### src/rtl/mul_issue_ctrl_if.sv
// Request/response channel between the EX stage and the multiply issue controller.
// The EX stage is the master; mul_issue_ctrl is the slave.
interface mul_issue_ctrl_if #(
    parameter int TAG_W = 5
);
    logic             req_valid;
    logic             req_ready;
    logic [2:0]       req_op;
    logic [63:0]      req_op1;
    logic [63:0]      req_op2;
    logic [TAG_W-1:0] req_tag;

    logic             resp_valid;
    logic             resp_ready;
    logic [63:0]      resp_data;
    logic [TAG_W-1:0] resp_tag;
    logic             resp_err;

    modport master (
        output req_valid, req_op, req_op1, req_op2, req_tag, resp_ready,
        input  req_ready, resp_valid, resp_data, resp_tag, resp_err
    );

    modport slave (
        input  req_valid, req_op, req_op1, req_op2, req_tag, resp_ready,
        output req_ready, resp_valid, resp_data, resp_tag, resp_err
    );
endinterface

### src/rtl/mul_issue_ctrl.sv
// Sequencer between EX and the iterative shift-add multiplier: operand magnitudes, launch,
// sign fix-up, flush/watchdog abort. Optional 1-entry result cache under `MUL_REUSE_EN.
module mul_issue_ctrl #(
    parameter int TAG_W    = 5,
    parameter int WDOG_MAX = 96
) (
    input  logic           clk,
    input  logic           rst,
    input  logic           flush,
    mul_issue_ctrl_if.slave bus,
    output logic           busy,
    output logic           eng_start,
    output logic           eng_kill,
    output logic [63:0]    eng_a,
    output logic [63:0]    eng_b,
    input  logic           eng_done,
    input  logic [127:0]   eng_prod
);

    localparam logic [2:0] OP_MUL    = 3'b000;
    localparam logic [2:0] OP_MULH   = 3'b001;
    localparam logic [2:0] OP_MULHSU = 3'b010;
    localparam logic [2:0] OP_MULHU  = 3'b011;
    localparam logic [2:0] OP_MULW   = 3'b100;

    localparam int WDOG_W = $clog2(WDOG_MAX + 1);

    typedef enum logic [1:0] {
        IDLE,
        ISSUE,
        BUSY,
        DONE
    } state_t;

    state_t             state;
    state_t             next_state;

    logic               accept;
    logic               timeout;
    logic [WDOG_W-1:0]  wdog;
    logic               wdog_hit;

    logic               neg_q;
    logic [2:0]         op_q;
    logic [TAG_W-1:0]   tag_q;
    logic [63:0]        data_q;
    logic               err_q;

    logic [63:0]        ext1;
    logic [63:0]        ext2;
    logic [63:0]        mag1;
    logic [63:0]        mag2;
    logic               sa;
    logic               sb;
    logic               neg1;
    logic               neg2;
    logic               fast;

    logic [127:0]       p;
    logic [63:0]        result;

    logic               hit;
    logic [63:0]        hit_data;

    assign bus.req_ready  = (state == IDLE) & ~flush;
    assign accept         = bus.req_valid & bus.req_ready;
    assign busy           = (state != IDLE);
    assign bus.resp_valid = (state == DONE);
    assign bus.resp_data  = data_q;
    assign bus.resp_tag   = tag_q;
    assign bus.resp_err   = err_q;
    assign wdog_hit       = (wdog == WDOG_W'(WDOG_MAX - 1));

    // Operand prep: MULW widens from bit 31 first, so the zero fast path sees the extended values.
    always_comb begin
        ext1 = bus.req_op1;
        ext2 = bus.req_op2;
        if (bus.req_op == OP_MULW) begin
            ext1 = {{32{bus.req_op1[31]}}, bus.req_op1[31:0]};
            ext2 = {{32{bus.req_op2[31]}}, bus.req_op2[31:0]};
        end
        sa   = (bus.req_op == OP_MUL) || (bus.req_op == OP_MULH) ||
               (bus.req_op == OP_MULHSU) || (bus.req_op == OP_MULW);
        sb   = (bus.req_op == OP_MUL) || (bus.req_op == OP_MULH) ||
               (bus.req_op == OP_MULW);
        neg1 = sa & ext1[63];
        neg2 = sb & ext2[63];
        mag1 = neg1 ? (~ext1 + 64'd1) : ext1;
        mag2 = neg2 ? (~ext2 + 64'd1) : ext2;
        fast = (bus.req_op > OP_MULW) || (ext1 == 64'd0) || (ext2 == 64'd0);
    end

    always_comb begin
        p = neg_q ? (~eng_prod + 128'd1) : eng_prod;
        case (op_q)
            OP_MUL:  result = p[63:0];
            OP_MULW: result = {{32{p[31]}}, p[31:0]};
            default: result = p[127:64];
        endcase
    end

`ifdef MUL_REUSE_EN
    logic        c_valid;
    logic [2:0]  c_op;
    logic [63:0] c_op1;
    logic [63:0] c_op2;
    logic [63:0] c_res;
    logic [63:0] raw1_q;
    logic [63:0] raw2_q;

    // Only engine-completed ops ever land here, so a hit can never collide with the fast path.
    assign hit      = c_valid && (c_op == bus.req_op) &&
                      (c_op1 == bus.req_op1) && (c_op2 == bus.req_op2);
    assign hit_data = c_res;

    always_ff @(posedge clk or posedge rst) begin
        if (rst) begin
            c_valid <= 1'b0;
            c_op    <= 3'd0;
            c_op1   <= 64'd0;
            c_op2   <= 64'd0;
            c_res   <= 64'd0;
            raw1_q  <= 64'd0;
            raw2_q  <= 64'd0;
        end else begin
            if (accept) begin
                raw1_q <= bus.req_op1;
                raw2_q <= bus.req_op2;
            end
            if ((state == BUSY) && !flush && eng_done) begin
                c_valid <= 1'b1;
                c_op    <= op_q;
                c_op1   <= raw1_q;
                c_op2   <= raw2_q;
                c_res   <= result;
            end else if (timeout) begin
                c_valid <= 1'b0;
            end
        end
    end
`else
    assign hit      = 1'b0;
    assign hit_data = 64'd0;
`endif

    always_ff @(posedge clk or posedge rst) begin
        if (rst) begin
            state <= IDLE;
        end else begin
            state <= next_state;
        end
    end

    // Flush outranks eng_done; eng_done outranks the watchdog in the same BUSY cycle.
    always_comb begin
        next_state = state;
        eng_start  = 1'b0;
        eng_kill   = 1'b0;
        timeout    = 1'b0;
        case (state)
            IDLE: begin
                if (accept) begin
                    next_state = (fast || hit) ? DONE : ISSUE;
                end
            end
            ISSUE: begin
                eng_start = 1'b1;
                if (flush) begin
                    eng_kill   = 1'b1;
                    next_state = IDLE;
                end else begin
                    next_state = BUSY;
                end
            end
            BUSY: begin
                if (flush) begin
                    eng_kill   = 1'b1;
                    next_state = IDLE;
                end else if (eng_done) begin
                    next_state = DONE;
                end else if (wdog_hit) begin
                    eng_kill   = 1'b1;
                    timeout    = 1'b1;
                    next_state = DONE;
                end
            end
            DONE: begin
                if (flush || bus.resp_ready) begin
                    next_state = IDLE;
                end
            end
            default: next_state = IDLE;
        endcase
    end

    always_ff @(posedge clk or posedge rst) begin
        if (rst) begin
            eng_a  <= 64'd0;
            eng_b  <= 64'd0;
            neg_q  <= 1'b0;
            op_q   <= 3'd0;
            tag_q  <= '0;
            data_q <= 64'd0;
            err_q  <= 1'b0;
            wdog   <= '0;
        end else begin
            if (accept) begin
                eng_a <= mag1;
                eng_b <= mag2;
                neg_q <= neg1 ^ neg2;
                op_q  <= bus.req_op;
                tag_q <= bus.req_tag;
                err_q <= 1'b0;
                if (fast) begin
                    data_q <= 64'd0;
                end else if (hit) begin
                    data_q <= hit_data;
                end
            end
            if (state == ISSUE) begin
                wdog <= '0;
            end else if ((state == BUSY) && !flush) begin
                wdog <= wdog + WDOG_W'(1);
                if (eng_done) begin
                    data_q <= result;
                end else if (wdog_hit) begin
                    data_q <= 64'd0;
                    err_q  <= 1'b1;
                end
            end
        end
    end

endmodule

### src/flat_wrapper.sv
// flat-port wrapper written by rule: the top's interface ports become plain ports
module mul_issue_ctrl_flat 
#(
    parameter int TAG_W    = 5,
    parameter int WDOG_MAX = 96
)
  (clk, rst, flush, busy, eng_start, eng_kill, eng_a, eng_b, eng_done, eng_prod, bus_req_valid, bus_req_op, bus_req_op1, bus_req_op2, bus_req_tag, bus_resp_ready, bus_req_ready, bus_resp_valid, bus_resp_data, bus_resp_tag, bus_resp_err);
  mul_issue_ctrl_if #(.TAG_W(TAG_W)) bus_i ();
  input  logic clk;
  input  logic rst;
  input  logic flush;
  output logic busy;
  output logic eng_start;
  output logic eng_kill;
  output logic [63:0] eng_a;
  output logic [63:0] eng_b;
  input  logic eng_done;
  input  logic [127:0] eng_prod;
  input wire logic [$bits(bus_i.req_valid)-1:0] bus_req_valid;
  input wire logic [$bits(bus_i.req_op)-1:0] bus_req_op;
  input wire logic [$bits(bus_i.req_op1)-1:0] bus_req_op1;
  input wire logic [$bits(bus_i.req_op2)-1:0] bus_req_op2;
  input wire logic [$bits(bus_i.req_tag)-1:0] bus_req_tag;
  input wire logic [$bits(bus_i.resp_ready)-1:0] bus_resp_ready;
  output wire logic [$bits(bus_i.req_ready)-1:0] bus_req_ready;
  output wire logic [$bits(bus_i.resp_valid)-1:0] bus_resp_valid;
  output wire logic [$bits(bus_i.resp_data)-1:0] bus_resp_data;
  output wire logic [$bits(bus_i.resp_tag)-1:0] bus_resp_tag;
  output wire logic [$bits(bus_i.resp_err)-1:0] bus_resp_err;
  assign bus_i.req_valid = bus_req_valid;
  assign bus_i.req_op = bus_req_op;
  assign bus_i.req_op1 = bus_req_op1;
  assign bus_i.req_op2 = bus_req_op2;
  assign bus_i.req_tag = bus_req_tag;
  assign bus_i.resp_ready = bus_resp_ready;
  assign bus_req_ready = bus_i.req_ready;
  assign bus_resp_valid = bus_i.resp_valid;
  assign bus_resp_data = bus_i.resp_data;
  assign bus_resp_tag = bus_i.resp_tag;
  assign bus_resp_err = bus_i.resp_err;
  mul_issue_ctrl #(.TAG_W(TAG_W), .WDOG_MAX(WDOG_MAX)) u_core (.clk(clk), .rst(rst), .flush(flush), .bus(bus_i), .busy(busy), .eng_start(eng_start), .eng_kill(eng_kill), .eng_a(eng_a), .eng_b(eng_b), .eng_done(eng_done), .eng_prod(eng_prod));
endmodule
### config.mk
export PLATFORM = sky130hd
export DESIGN_NAME = mul_issue_ctrl_flat
export DESIGN_NICKNAME = d
export VERILOG_FILES = /design/src/rtl/mul_issue_ctrl_if.sv /design/src/rtl/mul_issue_ctrl.sv /design/src/flat_wrapper.sv
export SDC_FILE = /design/constraint.sdc
export NUM_CORES = 1
export LEC_CHECK = 0
export BUFFER_PORTS_ARGS = -buffer_cell sky130_fd_sc_hd__buf_4
export CORE_AREA = 2 2 182 184
export CTS_BUF_LIST = sky130_fd_sc_hd__clkbuf_4
export DETAILED_ROUTE_END_ITERATION = 10
export DIE_AREA = 0 0 184 186
export PLACE_DENSITY = 0.76
export SLEW_MARGIN = 20
export SYNTH_ARGS = -nofsm -noshare
export SYNTH_HDL_FRONTEND = slang
export SYNTH_SLANG_ARGS = --single-unit
### constraint.sdc
create_clock -name clk -period 8.4 [get_ports clk]
set_input_delay 0.84 -clock clk [delete_from_list [all_inputs] [get_ports clk]]
set_output_delay 0.84 -clock clk [all_outputs]
set_load 0.01 [all_outputs]
After elaboration in Yosys (flattened, before gate mapping)
Cells that the tools add are included.
Widths: inputs -> output; s select.
{"block": "word_totals", "ff_bits": 211, "output_inout_bits": 203, "elab_cells": 84}
{"block": "op_classes", "add_sub_neg": 4, "magnitude_cmp": 1, "eq_ne": 11, "mux": 33, "bitwise_logic": 9, "n_reduce_logical": 17}
{"operator": "$mux 64", "count": 10}
{"operator": "$add 128x1->128 const B", "count": 1}
{"operator": "$add 64x1->64 const B", "count": 2}
{"operator": "$logic_not 64->1", "count": 2}
{"operator": "$mux 128", "count": 1}
{"operator": "$not 128->128", "count": 1}
{"operator": "$not 64->64", "count": 2}
{"operator": "$pmux 64 s2", "count": 1}
{"operator": "$mux 2", "count": 7}
{"operator": "$mux 7", "count": 2}
{"operator": "$mux 1", "count": 10}
{"operator": "$pmux 2 s4", "count": 1}
{"operator": "$add 7x1->7 const B", "count": 1}
{"operator": "$eq 7x7->1 const B", "count": 1}
{"operator": "$logic_or 1x1->1", "count": 7}
{"operator": "$eq 3x3->1 const B", "count": 2}
{"operator": "$logic_not 3->1", "count": 2}
{"operator": "$and 1x1->1", "count": 4}
{"operator": "$eq 2x2->1 const B", "count": 2}
{"operator": "$ne 2x1->1 const B", "count": 2}
{"operator": "$ne 4x3->1 const B", "count": 1}
{"operator": "$reduce_bool 2->1", "count": 2}
{"operator": "$eq 3x1->1 const B", "count": 1}
{"operator": "$eq 3x2->1 const B", "count": 1}
{"operator": "other kinds (9)", "count": 9}

Logic depth before layout (Yosys ltp)
{"block": "depth", "word_depth": 11, "depth_mapped": 13, "ltp_nobuf": 10}

Worst setup path after synthesis
Ideal clock, no wire load.
{"block": "synth_timing", "path_type": "input to register", "from": "input port bus_req_op1[0]", "to": "register u_core.data_q[38], in the netlist u_core.bus.resp_data[38]", "setup_ns": 0.136, "arrival_ns": 3.579, "required_time_ns": 8.264, "path_slack_ns": 4.686, "stages": 13, "path_cell_list": "inv_1 -> ha_1 -> or4b_1 -> or4_1 -> clkbuf_1 -> nor4_1 -> and3b_1 -> a211oi_1 -> o21a_1 -> clkbuf_1 -> clkbuf_1 -> a221oi_1 -> o21ai_0"}
{"block": "synth_via", "elab_chain_cells": 10}
{"element": "start: declaration", "line_no": "flat_wrapper.sv:21", "source": "input wire logic [$bits(bus_i.req_op1)-1:0] bus_req_op1;"}
{"element": "$mux 64 (*)", "line_no": "mul_issue_ctrl.sv:78", "source": "if (bus.req_op == OP_MULW) begin"}
{"element": "$logic_not 64->1 (*)", "line_no": "mul_issue_ctrl.sv:90", "source": "fast = (bus.req_op > OP_MULW) || (ext1 == 64'd0) || (ext2 == 64'd0);"}
{"element": "$logic_or 1x1->1 (*) (2 in a row)", "line_no": "mul_issue_ctrl.sv:90"}
{"element": "$mux 64 (*)", "line_no": "mul_issue_ctrl.sv:214", "source": "if (fast) begin"}
{"element": "$mux 64 (*)", "line_no": "mul_issue_ctrl.sv:207", "source": "if (accept) begin"}
{"element": "$mux 64", "line_no": "mul_issue_ctrl.sv:226", "source": "end else if (wdog_hit) begin"}
{"element": "$mux 64", "line_no": "mul_issue_ctrl.sv:224", "source": "if (eng_done) begin"}
{"element": "$mux 64", "line_no": "mul_issue_ctrl.sv:222", "source": "end else if ((state == BUSY) && !flush) begin"}
{"element": "$mux 64 (*)", "line_no": "mul_issue_ctrl.sv:220", "source": "if (state == ISSUE) begin"}
{"element": "end signal: assignment", "line_no": "mul_issue_ctrl.sv:217", "source": "data_q <= hit_data;"}
{"element": "end signal: assignment", "line_no": "mul_issue_ctrl.sv:225", "source": "data_q <= result;"}
{"element": "end: declaration", "line_no": "mul_issue_ctrl.sv:46", "source": "logic [63:0] data_q;"}
Every way passes the cells marked *; elsewhere a longest branch is shown, timed or not.
A chain may end at the register's enable or synchronous reset.

Worst setup path in the final report
{"block": "layout_timing", "from": "input port bus_req_op[1]", "to": "register u_core.data_q[41], in the netlist u_core.bus.resp_data[41]"}
{"block": "layout_via", "elab_chain_cells": 11, "word_cells_on_any_way": 14, "classes_between": "order compare: 1; eq/ne: 1; mux: 8; reduce/logical: 4"}
{"element": "start: declaration", "line_no": "flat_wrapper.sv:20", "source": "input wire logic [$bits(bus_i.req_op)-1:0] bus_req_op;"}
{"element": "$eq 3x3->1", "line_no": "mul_issue_ctrl.sv:78"}
{"element": "$mux 64", "line_no": "mul_issue_ctrl.sv:78"}
{"element": "$logic_not 64->1", "line_no": "mul_issue_ctrl.sv:90"}
{"element": "$logic_or 1x1->1", "line_no": "mul_issue_ctrl.sv:90"}
{"element": "$logic_or 1x1->1 (*)", "line_no": "mul_issue_ctrl.sv:90"}
{"element": "$mux 64 (*)", "line_no": "mul_issue_ctrl.sv:214"}
{"element": "$mux 64 (*)", "line_no": "mul_issue_ctrl.sv:207"}
{"element": "$mux 64", "line_no": "mul_issue_ctrl.sv:226"}
{"element": "$mux 64", "line_no": "mul_issue_ctrl.sv:224"}
{"element": "$mux 64", "line_no": "mul_issue_ctrl.sv:222"}
{"element": "$mux 64 (*)", "line_no": "mul_issue_ctrl.sv:220"}
Marked as above.

==> metrics.md <==
| Metric | Value |
|---|---|
| Status | `complete, no violations` |
| TritonCTS clock tree | `yes` |
| Most frequent cell after synthesis | `nand2_1` |
| Final hold slack | `0.231 ns` |
| Synth area leaders | `dfrtp_1, o21ai_0, xor2_1` |
| Post-cts gate resize count | `0` |
| Slowest-stage cell, CP | `nor2_1` |
| Internal power | `3.14 mW` |
| Hold Path Class | `in2async` |
| Top cell type's share of synthesized area | `0.344` |
| CTS Buf Count | `59` |
| Fin nets | `roughly 2,700` |
| Drt wl/cell | `23.1 um` |
| Std-Cell Rows | `66` |
| Skew-Pair Late Insertion Delay | `0.75 ns` |
| Clk pin slew, worst setup/hold paths | `0.07 ns` |
| Die ar. | `34,200 um^2` |
| Fraction of layout instances using a drive strength above 1 | `0.258` |
| MaxCap Viol Count | `0` |
| Register area | `5280 um^2` |
| DRT iter0 DRCs | `1,681` |
| Die Wd | `184 um` |
| Unique masters post-synth | `slightly below 70` |
| # DRC | `0` |
| Dpl hpwl | `49,500 um` |
| Die H | `186 um` |
| Critical Path RT | `9.02 ns` |
| Total number of vias | `17,500` |
| Crit path kind | `in2reg` |
| Post-synth top flop | `dfrtp_1` |
| IR drop worst, VDD | `0.183 mV` |
| Vias in the first global route | `about 17,000` |
| Fin. Hold Viols | `0` |
| Setup TNS | `0 ns` |
| Sw Share | `0.425` |
| Syn avg cell area | `7.88 um^2` |
| FMAX | `262 MHz` |
| Port Buf Inserts | `472` |
| Post-CTS Hold Buffers | `0` |
| Initial Util | `0.477` |
| Sequential fraction of the synthesis area | `0.344` |
| Sw Pwr | `2.32 mW` |
| Cell taking the most area after synthesis | `dfrtp_1` |
| Clk_skew | `0.0337 ns` |
| Post-synthesis instance total | `1,948` |
| Register share of total power | `0.332` |
| Worst Setup End Kind | `flop` |
| Layout Area Growth over Synthesis | `29.6%` |
| Leak | `between 8 and 9 nW` |
| Seq cells post-synth | `~210` |
| Clock Power Share | `0.172` |
| First-pass DRT Iterations | `6` |
| Crit path largest cell delay | `0.77 ns` |
| Most used cell, CP | `buf_4` |
| Yosys Warn Count | `0` |
| Pre-CTS setup slack | `3.89 ns` |
| Post-CTS Setup Bufs | `0` |
| Clock Path Buffers | `3` |
| Final Cycle Share | `0.455` |
| Pins Over Slew Limit | `0` |
| DRT Wirelength | `65,300 um` |
| Crit-path max FO | `76` |
| Multi-input logic area | `9610 um^2` |
| CTS root buf | `clkbuf_4` |
| Fin worst setup slack | `4.58 ns` |
| Post-route minimum period | `around 3.8 ns` |
| Synth async-reset ratio | `1.00` |
| Headroom to the max-slew limit | `0.287` |
| CTS Sinks | `211` |
| Largest net degree at the start of global routing | `114` |
| Syn Nets | `2,227` |
| Arrival time at the worst endpoint | `around 4.5 ns` |
| Fillcell total | `2,959` |
| PwrDens | `274 nW/um^2` |
| Max H-tree Level | `2` |
| Initial antenna violation count | `5` |
| Number of synthesized flops with an enable pin | `0` |
| GRT Total Usage | `0.370` |
| Mapped Area | `15,400 um^2` |
| Final ANT Viol Nets | `0` |
| Total grt overflow | `0` |
| Via density | `between 6 and 7` |
| Combinational share of power | `0.496` |
| Setup Viol. Count Final | `0` |
| Worst-path cell chain | `buf_4 -> or3b_2 -> buf_4 -> nor2_1 -> a31oi_1 -> nor4_1 -> a211oi_1 -> o21a_2 -> buf_4 -> a2111o_1` |
| First-pass GRT wire length | `between 90,000 and 100,000 um` |
| Tightest Pin Transition | `between 1 and 1.5 ns` |
| Synth top cells by count | `nand2_1, o21ai_0, dfrtp_1, nor2_1` |
| RePlAce Congestion | `roughly 1` |
| I/O pin count | `473` |
| Placeable Area | `between 30,000 and 40,000 um^2` |
| Startpoint Class | `input pin` |
| RSZ-0062 raised after global routing | `no` |
power by group through the flow:
stage | Combinational [mW] | Clock [mW] | Sequential [mW]
CTS | 2.69 | 0.961 | 1.80
finish | 2.71 | 0.939 | 1.82
global route | 2.94 | 1.01 | 1.86
global placement | 2.65 | 0 | 1.80
detailed placement | 2.69 | 0 | 1.81
floorplan | 1.22 | 0 | 1.92
cells by family after synthesis:
kind of cell             after synthesis  share of synthesized area
adder cells (fa/ha/maj)                9                    0.00733
AND/OR/NAND/NOR                      760                      0.243
XOR/XNOR                             241                      0.137
AO/OA/AOI/OAI                        578                      0.227
multiplexers                           9                    0.00619
buffers and inverters                140                     0.0345
flip-flops                           211                      0.344
state kept, by name, summed over array words and instances, names as in the netlist:
name / count
u_core.bus.resp_err: 1
u_core.bus.resp_data: 64
u_core.eng_a: 64
u_core.op_q: 3
u_core.bus.resp_tag: 5
u_core.eng_b: 64
u_core.neg_q: 1
u_core.wdog: 7
u_core.state: 2
worst max-delay path, delay by kind of cell:
family	cells	cell delay (ns)
AND/OR/NAND/NOR	3	1.67
AO/OA/AOI/OAI	4	1.03
buffers and inverters	3	0.89
cell usage in the layout (no fill, tap or decap), types with 6 or more instances in the layout:
cell type,count
a21o_1,13
a21oi_1,134
a221o_1,13
a22o_1,14
a22oi_1,7
a31oi_1,11
and2_1,7
buf_4,490
clkbuf_4,84
clkinv_1,12
dfrtp_1,210
ha_1,9
inv_1,16
nand2_1,285
nand2b_1,13
nand3_1,35
nand4_1,25
nand4b_1,6
nor2_1,141
nor2b_1,10
nor3_1,64
nor4_1,50
o21ai_0,252
o21ai_1,6
o221ai_1,9
o31ai_1,46
o41ai_1,36
or2_2,12
or3_1,32
or4_1,38
xnor2_1,106
xor2_1,135
metal layers:
layer | GRT usage | up-vias | share of wire
met5 | 0 | - | 0.00043
met4 | 0.201 | 2 | 0.054
met3 | 0.109 | 205 | 0.10
met2 | 0.595 | 976 | 0.46
met1 | 0.448 | 8325 | 0.39
li1 | - | 7942 | -
final cells by class:
class / instances / area share
multi-input combinational: 1597 / 0.483
clock buffer: 84 / 0.0317
timing repair buffer: 491 / 0.186
sequential: 211 / 0.265
tap: 408 / 0.0256
antenna: 4 / 0.000503
inverter: 17 / 0.00358
clock inverter: 19 / 0.00434
metrics by stage:
stage	std cells	cell area, um^2	total power [mW]	utilization
3_3_place_gp	2723	19100	4.46	0.594
4_1_cts	2826	19900	5.46	0.617
3_5_place_dp	2723	19100	4.50	0.594
5_1_grt	2831	19900	5.80	0.618
2_1_floorplan	1948	15400	3.14	-
6_report	2831	19900	5.46	0.618
path summary, 6_finish.rpt:
check                           slack, ns                       end                     start  cells past startpoint
worst max-delay path                 4.58  u_core.bus.resp_data[41]             bus_req_op[1]                     10
worst min-delay path                 0.23  u_core.bus.resp_data[61]                       rst                      2
worst max register to register       4.98  u_core.bus.resp_data[37]           u_core.state[0]                     10
worst min register to register       0.48  u_core.bus.resp_data[16]  u_core.bus.resp_data[16]                      2
max in group asynchronous            6.69          u_core.eng_a[12]                       rst                      3
min in group clk                     0.29    u_core.bus.resp_tag[4]            bus_req_tag[4]                      3
No activity file was read; power rests on OpenSTA's default activity.
